$ cat config.mk
export PLATFORM = sky130hd
export DESIGN_NAME = axi_m_port_flat
export DESIGN_NICKNAME = d
export VERILOG_FILES = /design/src/rtl/axi_m_port_if.sv /design/src/rtl/axi_m_port.sv /design/src/flat_wrapper.sv
export SDC_FILE = /design/constraint.sdc
export NUM_CORES = 1
export LEC_CHECK = 0
export ABC_AREA = 1
export BUFFER_PORTS_ARGS = -buffer_cell sky130_fd_sc_hd__buf_4
export CORE_AREA = 5 5 144 146
export CTS_CLUSTER_SIZE = 8
export DETAILED_ROUTE_END_ITERATION = 8
export DIE_AREA = 0 0 149 151
export GPL_ROUTABILITY_DRIVEN = 0
export PLACE_DENSITY = 0.65
export REMOVE_ABC_BUFFERS = 1
export SKIP_CTS_REPAIR_TIMING = 1
export SYNTH_ARGS = -nofsm -noshare
export SYNTH_HDL_FRONTEND = slang
export SYNTH_SLANG_ARGS = --single-unit
export TNS_END_PERCENT = 50
$ cat constraint.sdc
create_clock -name AXI_CLK_i -period 1.58 [get_ports AXI_CLK_i]
set_input_delay 0.316 -clock AXI_CLK_i [delete_from_list [all_inputs] [get_ports AXI_CLK_i]]
set_output_delay 0.316 -clock AXI_CLK_i [all_outputs]
set_load 0.05 [all_outputs]
$ cat src/rtl/axi_m_port_if.sv
// Bundle of the AXI4 master-side channels and the packed crossbar arbiter handshakes.
// The slave modport is the port adapter; the master modport is its environment.
interface axi_m_port_if;
    logic [3:0]  ARID_i;
    logic [31:0] ARADDR_i;
    logic [3:0]  ARLEN_i;
    logic [2:0]  ARSIZE_i;
    logic [1:0]  ARBURST_i;
    logic        ARVALID_i;
    logic        ARREADY_o;

    logic [3:0]  AWID_i;
    logic [31:0] AWADDR_i;
    logic [3:0]  AWLEN_i;
    logic [2:0]  AWSIZE_i;
    logic [1:0]  AWBURST_i;
    logic        AWVALID_i;
    logic        AWREADY_o;

    logic [31:0] WDATA_i;
    logic [3:0]  WSTRB_i;
    logic        WLAST_i;
    logic        WVALID_i;
    logic        WREADY_o;

    logic [3:0]  RID_o;
    logic [31:0] RDATA_o;
    logic [1:0]  RRESP_o;
    logic        RLAST_o;
    logic        RVALID_o;
    logic        RREADY_i;

    logic [3:0]  BID_o;
    logic [1:0]  BRESP_o;
    logic        BVALID_o;
    logic        BREADY_i;

    logic        AR_VALID_o;
    logic [48:0] AR_DATA_o;
    logic        AR_GRANT_i;
    logic        AW_VALID_o;
    logic [48:0] AW_DATA_o;
    logic        AW_GRANT_i;
    logic        W_VALID_o;
    logic [36:0] W_DATA_o;
    logic        W_GRANT_i;
    logic        R_VALID_i;
    logic [42:0] R_DATA_i;
    logic        R_POP_o;
    logic        B_VALID_i;
    logic [9:0]  B_DATA_i;
    logic        B_POP_o;
    logic        WLAST_ERR_o;

    modport slave (
        input  ARID_i, ARADDR_i, ARLEN_i, ARSIZE_i, ARBURST_i, ARVALID_i,
        output ARREADY_o,
        input  AWID_i, AWADDR_i, AWLEN_i, AWSIZE_i, AWBURST_i, AWVALID_i,
        output AWREADY_o,
        input  WDATA_i, WSTRB_i, WLAST_i, WVALID_i,
        output WREADY_o,
        output RID_o, RDATA_o, RRESP_o, RLAST_o, RVALID_o,
        input  RREADY_i,
        output BID_o, BRESP_o, BVALID_o,
        input  BREADY_i,
        output AR_VALID_o, AR_DATA_o,
        input  AR_GRANT_i,
        output AW_VALID_o, AW_DATA_o,
        input  AW_GRANT_i,
        output W_VALID_o, W_DATA_o,
        input  W_GRANT_i,
        input  R_VALID_i, R_DATA_i,
        output R_POP_o,
        input  B_VALID_i, B_DATA_i,
        output B_POP_o,
        output WLAST_ERR_o
    );

    modport master (
        output ARID_i, ARADDR_i, ARLEN_i, ARSIZE_i, ARBURST_i, ARVALID_i,
        input  ARREADY_o,
        output AWID_i, AWADDR_i, AWLEN_i, AWSIZE_i, AWBURST_i, AWVALID_i,
        input  AWREADY_o,
        output WDATA_i, WSTRB_i, WLAST_i, WVALID_i,
        input  WREADY_o,
        input  RID_o, RDATA_o, RRESP_o, RLAST_o, RVALID_o,
        output RREADY_i,
        input  BID_o, BRESP_o, BVALID_o,
        output BREADY_i,
        input  AR_VALID_o, AR_DATA_o,
        output AR_GRANT_i,
        input  AW_VALID_o, AW_DATA_o,
        output AW_GRANT_i,
        input  W_VALID_o, W_DATA_o,
        output W_GRANT_i,
        output R_VALID_i, R_DATA_i,
        input  R_POP_o,
        output B_VALID_i, B_DATA_i,
        input  B_POP_o,
        input  WLAST_ERR_o
    );
endinterface

$ cat src/rtl/axi_m_port.sv
// Master-side crossbar port: packs AR/AW/W into arbiter request words, returns R/B, limits
// outstanding transactions. Define AXI_M_PORT_LAST_CHK_EN to flag WLAST/AWLEN disagreement.
module axi_m_port #(
    parameter logic [3:0]  MASTER_ID       = 4'd0,
    parameter int unsigned MAX_OUTSTANDING = 4
) (
    input logic         AXI_CLK_i,
    input logic         AXI_RST_i,
    axi_m_port_if.slave bus
);
    localparam logic [3:0] MaxOut = 4'(MAX_OUTSTANDING);

    typedef enum logic [0:0] {WIdle, WData} w_state_e;

    w_state_e    w_state_q;
    logic        ar_full_q, aw_full_q, w_full_q;
    logic [48:0] ar_data_q, aw_data_q;
    logic [36:0] w_data_q;
    logic [3:0]  rd_cnt_q, wr_cnt_q, len_q, beat_cnt_q;

    logic ar_accept, ar_grant, aw_accept, aw_grant, w_accept, w_grant;
    logic beat_last, rd_done, wr_done;

    // Saturating at both ends; simultaneous inc and dec cancel.
    function automatic logic [3:0] cnt_next(logic [3:0] cnt, logic inc, logic dec);
        if (inc && !dec && cnt < MaxOut) return cnt + 4'd1;
        if (dec && !inc && cnt != 4'd0) return cnt - 4'd1;
        return cnt;
    endfunction

    assign bus.ARREADY_o = ~ar_full_q & (rd_cnt_q < MaxOut);
    assign bus.AWREADY_o = (w_state_q == WIdle) & ~aw_full_q & (wr_cnt_q < MaxOut);
    assign bus.WREADY_o  = (w_state_q == WData) & ~w_full_q;

    assign ar_accept = bus.ARVALID_i & bus.ARREADY_o;
    assign aw_accept = bus.AWVALID_i & bus.AWREADY_o;
    assign w_accept  = bus.WVALID_i & bus.WREADY_o;
    assign ar_grant  = ar_full_q & bus.AR_GRANT_i;
    assign aw_grant  = aw_full_q & bus.AW_GRANT_i;
    assign w_grant   = w_full_q & bus.W_GRANT_i;
    assign beat_last = (beat_cnt_q == len_q);

    assign bus.AR_VALID_o = ar_full_q;
    assign bus.AR_DATA_o  = ar_data_q;
    assign bus.AW_VALID_o = aw_full_q;
    assign bus.AW_DATA_o  = aw_data_q;
    assign bus.W_VALID_o  = w_full_q;
    assign bus.W_DATA_o   = w_data_q;

    assign bus.RVALID_o = bus.R_VALID_i;
    assign bus.RID_o    = bus.R_DATA_i[38:35];
    assign bus.RDATA_o  = bus.R_DATA_i[34:3];
    assign bus.RRESP_o  = bus.R_DATA_i[2:1];
    assign bus.RLAST_o  = bus.R_DATA_i[0];
    assign bus.R_POP_o  = bus.R_VALID_i & bus.RREADY_i;
    assign rd_done      = bus.R_POP_o & bus.R_DATA_i[0];

    assign bus.BVALID_o = bus.B_VALID_i;
    assign bus.BID_o    = bus.B_DATA_i[5:2];
    assign bus.BRESP_o  = bus.B_DATA_i[1:0];
    assign bus.B_POP_o  = bus.B_VALID_i & bus.BREADY_i;
    assign wr_done      = bus.B_POP_o;

    // Master-ID half of the returned tags is implied by the routing, not needed here.
    logic unused_bits;
    assign unused_bits = ^{bus.R_DATA_i[42:39], bus.B_DATA_i[9:6], bus.WLAST_i};

    always_ff @(posedge AXI_CLK_i or negedge AXI_RST_i) begin
        if (!AXI_RST_i) begin
            ar_full_q <= 1'b0;
            ar_data_q <= '0;
            rd_cnt_q  <= '0;
        end else begin
            if (ar_accept) begin
                ar_full_q <= 1'b1;
                ar_data_q <= {MASTER_ID, bus.ARID_i, bus.ARADDR_i, bus.ARLEN_i,
                              bus.ARSIZE_i, bus.ARBURST_i};
            end else if (ar_grant) begin
                ar_full_q <= 1'b0;
            end
            rd_cnt_q <= cnt_next(rd_cnt_q, ar_grant, rd_done);
        end
    end

`ifdef AXI_M_PORT_LAST_CHK_EN
    logic wlast_err_q;
    assign bus.WLAST_ERR_o = wlast_err_q;
`else
    assign bus.WLAST_ERR_o = 1'b0;
`endif

    always_ff @(posedge AXI_CLK_i or negedge AXI_RST_i) begin
        if (!AXI_RST_i) begin
            w_state_q  <= WIdle;
            aw_full_q  <= 1'b0;
            aw_data_q  <= '0;
            w_full_q   <= 1'b0;
            w_data_q   <= '0;
            wr_cnt_q   <= '0;
            len_q      <= '0;
            beat_cnt_q <= '0;
`ifdef AXI_M_PORT_LAST_CHK_EN
            wlast_err_q <= 1'b0;
`endif
        end else begin
            if (aw_accept) begin
                aw_full_q <= 1'b1;
                aw_data_q <= {MASTER_ID, bus.AWID_i, bus.AWADDR_i, bus.AWLEN_i,
                              bus.AWSIZE_i, bus.AWBURST_i};
            end else if (aw_grant) begin
                aw_full_q <= 1'b0;
            end
            // Forwarded LAST comes from the beat count, never from WLAST_i.
            if (w_accept) begin
                w_full_q <= 1'b1;
                w_data_q <= {bus.WDATA_i, bus.WSTRB_i, beat_last};
            end else if (w_grant) begin
                w_full_q <= 1'b0;
            end
            wr_cnt_q <= cnt_next(wr_cnt_q, aw_grant, wr_done);
            unique case (w_state_q)
                WIdle: begin
                    if (aw_accept) begin
                        len_q      <= bus.AWLEN_i;
                        beat_cnt_q <= '0;
                        w_state_q  <= WData;
                    end
                end
                WData: begin
                    if (w_accept) begin
                        beat_cnt_q <= beat_cnt_q + 4'd1;
                        if (beat_last) w_state_q <= WIdle;
                    end
                end
            endcase
`ifdef AXI_M_PORT_LAST_CHK_EN
            if (w_accept && (bus.WLAST_i != beat_last)) wlast_err_q <= 1'b1;
`endif
        end
    end
endmodule

$ cat src/flat_wrapper.sv
// flat-port wrapper written by rule: the top's interface ports become plain ports
module axi_m_port_flat 
#(
    parameter logic [3:0]  MASTER_ID       = 4'd0,
    parameter int unsigned MAX_OUTSTANDING = 4
)
  (AXI_CLK_i, AXI_RST_i, bus_ARID_i, bus_ARADDR_i, bus_ARLEN_i, bus_ARSIZE_i, bus_ARBURST_i, bus_ARVALID_i, bus_ARREADY_o, bus_AWID_i, bus_AWADDR_i, bus_AWLEN_i, bus_AWSIZE_i, bus_AWBURST_i, bus_AWVALID_i, bus_AWREADY_o, bus_WDATA_i, bus_WSTRB_i, bus_WLAST_i, bus_WVALID_i, bus_WREADY_o, bus_RID_o, bus_RDATA_o, bus_RRESP_o, bus_RLAST_o, bus_RVALID_o, bus_RREADY_i, bus_BID_o, bus_BRESP_o, bus_BVALID_o, bus_BREADY_i, bus_AR_VALID_o, bus_AR_DATA_o, bus_AR_GRANT_i, bus_AW_VALID_o, bus_AW_DATA_o, bus_AW_GRANT_i, bus_W_VALID_o, bus_W_DATA_o, bus_W_GRANT_i, bus_R_VALID_i, bus_R_DATA_i, bus_R_POP_o, bus_B_VALID_i, bus_B_DATA_i, bus_B_POP_o, bus_WLAST_ERR_o);
  axi_m_port_if bus_i ();
  input logic AXI_CLK_i;
  input logic AXI_RST_i;
  input wire logic [$bits(bus_i.ARID_i)-1:0] bus_ARID_i;
  input wire logic [$bits(bus_i.ARADDR_i)-1:0] bus_ARADDR_i;
  input wire logic [$bits(bus_i.ARLEN_i)-1:0] bus_ARLEN_i;
  input wire logic [$bits(bus_i.ARSIZE_i)-1:0] bus_ARSIZE_i;
  input wire logic [$bits(bus_i.ARBURST_i)-1:0] bus_ARBURST_i;
  input wire logic [$bits(bus_i.ARVALID_i)-1:0] bus_ARVALID_i;
  output wire logic [$bits(bus_i.ARREADY_o)-1:0] bus_ARREADY_o;
  input wire logic [$bits(bus_i.AWID_i)-1:0] bus_AWID_i;
  input wire logic [$bits(bus_i.AWADDR_i)-1:0] bus_AWADDR_i;
  input wire logic [$bits(bus_i.AWLEN_i)-1:0] bus_AWLEN_i;
  input wire logic [$bits(bus_i.AWSIZE_i)-1:0] bus_AWSIZE_i;
  input wire logic [$bits(bus_i.AWBURST_i)-1:0] bus_AWBURST_i;
  input wire logic [$bits(bus_i.AWVALID_i)-1:0] bus_AWVALID_i;
  output wire logic [$bits(bus_i.AWREADY_o)-1:0] bus_AWREADY_o;
  input wire logic [$bits(bus_i.WDATA_i)-1:0] bus_WDATA_i;
  input wire logic [$bits(bus_i.WSTRB_i)-1:0] bus_WSTRB_i;
  input wire logic [$bits(bus_i.WLAST_i)-1:0] bus_WLAST_i;
  input wire logic [$bits(bus_i.WVALID_i)-1:0] bus_WVALID_i;
  output wire logic [$bits(bus_i.WREADY_o)-1:0] bus_WREADY_o;
  output wire logic [$bits(bus_i.RID_o)-1:0] bus_RID_o;
  output wire logic [$bits(bus_i.RDATA_o)-1:0] bus_RDATA_o;
  output wire logic [$bits(bus_i.RRESP_o)-1:0] bus_RRESP_o;
  output wire logic [$bits(bus_i.RLAST_o)-1:0] bus_RLAST_o;
  output wire logic [$bits(bus_i.RVALID_o)-1:0] bus_RVALID_o;
  input wire logic [$bits(bus_i.RREADY_i)-1:0] bus_RREADY_i;
  output wire logic [$bits(bus_i.BID_o)-1:0] bus_BID_o;
  output wire logic [$bits(bus_i.BRESP_o)-1:0] bus_BRESP_o;
  output wire logic [$bits(bus_i.BVALID_o)-1:0] bus_BVALID_o;
  input wire logic [$bits(bus_i.BREADY_i)-1:0] bus_BREADY_i;
  output wire logic [$bits(bus_i.AR_VALID_o)-1:0] bus_AR_VALID_o;
  output wire logic [$bits(bus_i.AR_DATA_o)-1:0] bus_AR_DATA_o;
  input wire logic [$bits(bus_i.AR_GRANT_i)-1:0] bus_AR_GRANT_i;
  output wire logic [$bits(bus_i.AW_VALID_o)-1:0] bus_AW_VALID_o;
  output wire logic [$bits(bus_i.AW_DATA_o)-1:0] bus_AW_DATA_o;
  input wire logic [$bits(bus_i.AW_GRANT_i)-1:0] bus_AW_GRANT_i;
  output wire logic [$bits(bus_i.W_VALID_o)-1:0] bus_W_VALID_o;
  output wire logic [$bits(bus_i.W_DATA_o)-1:0] bus_W_DATA_o;
  input wire logic [$bits(bus_i.W_GRANT_i)-1:0] bus_W_GRANT_i;
  input wire logic [$bits(bus_i.R_VALID_i)-1:0] bus_R_VALID_i;
  input wire logic [$bits(bus_i.R_DATA_i)-1:0] bus_R_DATA_i;
  output wire logic [$bits(bus_i.R_POP_o)-1:0] bus_R_POP_o;
  input wire logic [$bits(bus_i.B_VALID_i)-1:0] bus_B_VALID_i;
  input wire logic [$bits(bus_i.B_DATA_i)-1:0] bus_B_DATA_i;
  output wire logic [$bits(bus_i.B_POP_o)-1:0] bus_B_POP_o;
  output wire logic [$bits(bus_i.WLAST_ERR_o)-1:0] bus_WLAST_ERR_o;
  assign bus_i.ARID_i = bus_ARID_i;
  assign bus_i.ARADDR_i = bus_ARADDR_i;
  assign bus_i.ARLEN_i = bus_ARLEN_i;
  assign bus_i.ARSIZE_i = bus_ARSIZE_i;
  assign bus_i.ARBURST_i = bus_ARBURST_i;
  assign bus_i.ARVALID_i = bus_ARVALID_i;
  assign bus_ARREADY_o = bus_i.ARREADY_o;
  assign bus_i.AWID_i = bus_AWID_i;
  assign bus_i.AWADDR_i = bus_AWADDR_i;
  assign bus_i.AWLEN_i = bus_AWLEN_i;
  assign bus_i.AWSIZE_i = bus_AWSIZE_i;
  assign bus_i.AWBURST_i = bus_AWBURST_i;
  assign bus_i.AWVALID_i = bus_AWVALID_i;
  assign bus_AWREADY_o = bus_i.AWREADY_o;
  assign bus_i.WDATA_i = bus_WDATA_i;
  assign bus_i.WSTRB_i = bus_WSTRB_i;
  assign bus_i.WLAST_i = bus_WLAST_i;
  assign bus_i.WVALID_i = bus_WVALID_i;
  assign bus_WREADY_o = bus_i.WREADY_o;
  assign bus_RID_o = bus_i.RID_o;
  assign bus_RDATA_o = bus_i.RDATA_o;
  assign bus_RRESP_o = bus_i.RRESP_o;
  assign bus_RLAST_o = bus_i.RLAST_o;
  assign bus_RVALID_o = bus_i.RVALID_o;
  assign bus_i.RREADY_i = bus_RREADY_i;
  assign bus_BID_o = bus_i.BID_o;
  assign bus_BRESP_o = bus_i.BRESP_o;
  assign bus_BVALID_o = bus_i.BVALID_o;
  assign bus_i.BREADY_i = bus_BREADY_i;
  assign bus_AR_VALID_o = bus_i.AR_VALID_o;
  assign bus_AR_DATA_o = bus_i.AR_DATA_o;
  assign bus_i.AR_GRANT_i = bus_AR_GRANT_i;
  assign bus_AW_VALID_o = bus_i.AW_VALID_o;
  assign bus_AW_DATA_o = bus_i.AW_DATA_o;
  assign bus_i.AW_GRANT_i = bus_AW_GRANT_i;
  assign bus_W_VALID_o = bus_i.W_VALID_o;
  assign bus_W_DATA_o = bus_i.W_DATA_o;
  assign bus_i.W_GRANT_i = bus_W_GRANT_i;
  assign bus_i.R_VALID_i = bus_R_VALID_i;
  assign bus_i.R_DATA_i = bus_R_DATA_i;
  assign bus_R_POP_o = bus_i.R_POP_o;
  assign bus_i.B_VALID_i = bus_B_VALID_i;
  assign bus_i.B_DATA_i = bus_B_DATA_i;
  assign bus_B_POP_o = bus_i.B_POP_o;
  assign bus_WLAST_ERR_o = bus_i.WLAST_ERR_o;
  axi_m_port #(.MASTER_ID(MASTER_ID), .MAX_OUTSTANDING(MAX_OUTSTANDING)) u_core (.AXI_CLK_i(AXI_CLK_i), .AXI_RST_i(AXI_RST_i), .bus(bus_i));
endmodule
==> metrics.csv <==
stage;metric;value;unit
global_routing;met3 Track Usage GR;0.159;
pwr;P_sw;11.9;mW
global_routing;gr ovfl total;0;
worst_setup_path;crit-path max FO;6;
min_path;hold path cells;2;
clock_network;clock buffer count from CTS;17;
pwr;switching share of power;0.492;
clock_network;# H-tree levels;4;
layout;area grow syn2layout;43.5;%
synthesis;syn_area_per_cell;9.68;sq um
worst_setup_path;crit path cell chain;inv_2, nand2_4, nor2_4, buf_12, buf_12;
global_routing;vias in the first global route;5165;
floorplanning;die area;0.0225;sq mm
worst_setup_path;WS Path Type;reg2out;
worst_setup_path;Worst setup SP type;flop;
worst_setup_path;CP Depth;5;
global_routing;routing usage on met2;0.276;
global_routing;initial antenna violation count;0;
global_routing;gr usage total;0.180;
worst_setup_path;crit path DAT;1.44;ns
layout;post-route cell area;0.00943;sq mm
timing;Tcrit/Tclk final;1.11;
layout;layout cells sized above 1;0.416;
worst_setup_path;FF-to-FF path depth;9;
global_routing;met1 usage;0.178;
synthesis;count of unique library cells instantiated by Yosys;29;
pwr;Gate power share;0.564;
layout;commonest non-fill, non-tap cell in the layout;buf_4;
worst_setup_path;delay of the slowest critical-path stage;0.42;ns
synthesis;mux contribution to synthesized area;0.0634;
outcome;failing checks;setup timing;
layout;most frequent cells in the layout;292 x buf_4, 186 x nand2_1, 144 x dfrtp_1, 67 x inv_1, 67 x nand3_1;
timing;RSZ-0062 raised after global routing;true;
route;starting DRC count in detailed routing;241;
worst_setup_path;most used cell, CP;buf_12;
worst_setup_path;CP Buf/Inv Count;3;
pwr;power density cells;2560;mW/mm^2
place;hpwl dp;16300;microns
layout;antenna cell count;0;
floorplanning;die span in x;149;microns
min_path;Hold Crit Class;in2reg;
floorplanning;Initial Util;0.341;
synthesis;number of synthesized register bits;147;
floorplanning;core area;0.0193;sq mm
synthesis;largest family of logic cells by synthesized area;simple AND/OR/NAND/NOR gates;
synthesis;Cells after Synth;679;
global_routing;largest net degree at the start of global routing;84;
timing;Final Hold Viols;0;
global_routing;first-pass GRT wire length;30300;microns
timing;Slew Viols, Final;0;
synthesis;Compound-Gate Fraction of Synth Area;0.0434;
timing;fin worst setup slack;-0.174;ns
timing;Clock Skew;0.00724;ns
job;Max-Cap Viols;0;
worst_setup_path;CP delay by family, top;flip-flops;
synthesis;Mapped Area;0.00657;sq mm
floorplanning;IO Pins;383;
synthesis;Seq/Total Area, Yosys;0.560;
synthesis;Post-Synth Adder-Cell Area;0.00952;
pwr;Clock power frac;0.162;
synthesis;fraction of synthesized cell area in xor and xnor cells;0.00800;
clock_network;Num Clock Sinks;147;
clock_network;clock tree buffer depth;2;
clock_network;Root Buffer;clkbuf_16;
worst_setup_path;Setup crit end kind;output pin;
timing;WHS;0.0829;ns
synthesis;YS warnings;0;
clock_network;clock latency on the worst-skew pair;0.41;ns
route;DR pass1 iterations;5;
route;Post-Route WL;21700;microns
floorplanning;Rows;51;
clock_network;CTS tree;built;
pwr;P_leak;5.07;nW
route;Vias per Instance;4.37;
timing;Fmax;570;MHz
worst_setup_path;Worst EP required;1.26;ns
place;input/output buffers;276;
worst_setup_path;critical path's slowest cell;dfrtp_1;
pwr;Power, Total;24.2;mW
place;pre-CTS setup slack;0.0857;ns
place;Area after DPL;0.00857;sq mm
layout;Final nets;1128;
floorplanning;die height;151;microns
pwr;sequential power share;0.275;
clock_network;clock transition at the registers of the reported paths;0.06;ns
pwr;VDD IR max;0.00112;V
route;DRC;0;
outcome;status;finished, violations left;
pwr;Int Pwr;12.3;mW
timing;post-layout min period;1.75;ns
synthesis;Simple-Gate Fraction of Synth Area;0.175;
route;Post-DRT Antenna Nets;0;
layout;Filler Cell Count;1859;
global_routing;GRT busiest layer;met2;
timing;# setup viols final;2;
route;average wire per standard cell;17.9;microns
route;vias post-DR;5285;
[final timing paths]
kind / slack (ns) / end / start
min reg2reg: 0.47 / u_core.bus.AR_DATA_o[34] / u_core.bus.AR_DATA_o[34]
min in group asynchronous: 0.46 / u_core.bus.AR_DATA_o[34] / AXI_RST_i
max reg2reg: 0.04 / u_core.bus.AR_DATA_o[16] / u_core.rd_cnt_q[2]
max: -0.17 / bus_ARREADY_o / u_core.rd_cnt_q[2]
min: 0.08 / u_core.bus.W_VALID_o / bus_W_GRANT_i
max in group asynchronous: 0.68 / u_core.w_state_q / AXI_RST_i
[cell families (layout without fill, tap and decap cells)]
group,after synthesis,in the layout
buf+inv,155,410
simple gates,272,274
mux,36,36
xor+xnor,6,6
fa+ha+maj,5,5
compound gates,57,57
other cells,1,9
flops,147,147
[cell type report]
| class | instances | area [sq um] | area share |
|---|---|---|---|
| multi-input cells | 387 | 2070 | 0.220 |
| clock buffers | 17 | 425 | 0.0451 |
| clock inverters | 15 | 148 | 0.0156 |
| repair buffers | 309 | 2520 | 0.267 |
| inverters | 69 | 259 | 0.0275 |
| well taps | 265 | 332 | 0.0351 |
| flip-flops and latches | 147 | 3680 | 0.390 |
[sequential cells by signal, summed over array words and instances (netlist names), 4 cells and up]
register,cells
u_core.bus.AR_DATA_o,45
u_core.bus.AW_DATA_o,45
u_core.bus.W_DATA_o,37
u_core.beat_cnt_q,4
u_core.len_q,4
u_core.rd_cnt_q,4
u_core.wr_cnt_q,4
[power groups by stage]
| stage | Combinational (mW) | Clock (mW) | Sequential (mW) |
|---|---|---|---|
| after floorplan | 3.00 | 0 | 12.1 |
| after global placement | 12.8 | 0 | 6.62 |
| after detailed placement | 13.0 | 0 | 6.66 |
| after CTS | 13.0 | 4.03 | 6.62 |
| after global routing | 14.4 | 4.20 | 6.91 |
| final | 13.6 | 3.90 | 6.64 |
[cells in the mapped netlist]
library cell	instances	share of area
nand2_1	187	0.11
dfrtp_1	147	0.56
inv_1	68	0.039
nand3_1	67	0.051
buf_4	66	0.075
o21ai_0	40	0.030
mux2_2	33	0.057
o21ai_1	17	0.013
nor2_1	8	0.0046
buf_6	6	0.010
buf_2	5	0.0038
ha_1	5	0.0095
clkbuf_1	4	0.0023
clkbuf_8	4	0.0084
xnor2_1	4	0.0053
mux2_4	3	0.0069
nand4_1	2	0.0019
xor2_1	2	0.0027
clkbuf_2	1	0.00076
conb_1	1	0.00057
inv_2	1	0.00057
nand2_2	1	0.00095
nand3_2	1	0.0015
nand3_4	1	0.0027
nand3b_1	1	0.0011
nor2_2	1	0.00095
nor2_4	1	0.0017
nor4_1	1	0.00095
or2_2	1	0.00095
[metal layers]
layer  vias up  share of wire
met2       226           0.46
li1       2599              -
met3        16           0.18
met5         -         0.0057
met4         2          0.012
met1      2442           0.34
[stage by stage]
step	TNS, ns	util	std cells
after global routing	-0.653	0.490	1209
after global placement	0	0.445	1157
after floorplan	-104.96	-	601
final	-0.270	0.490	1209
after CTS	-0.655	0.474	1189
after detailed placement	0	0.445	1157
(Power assumes the default switching activity.)
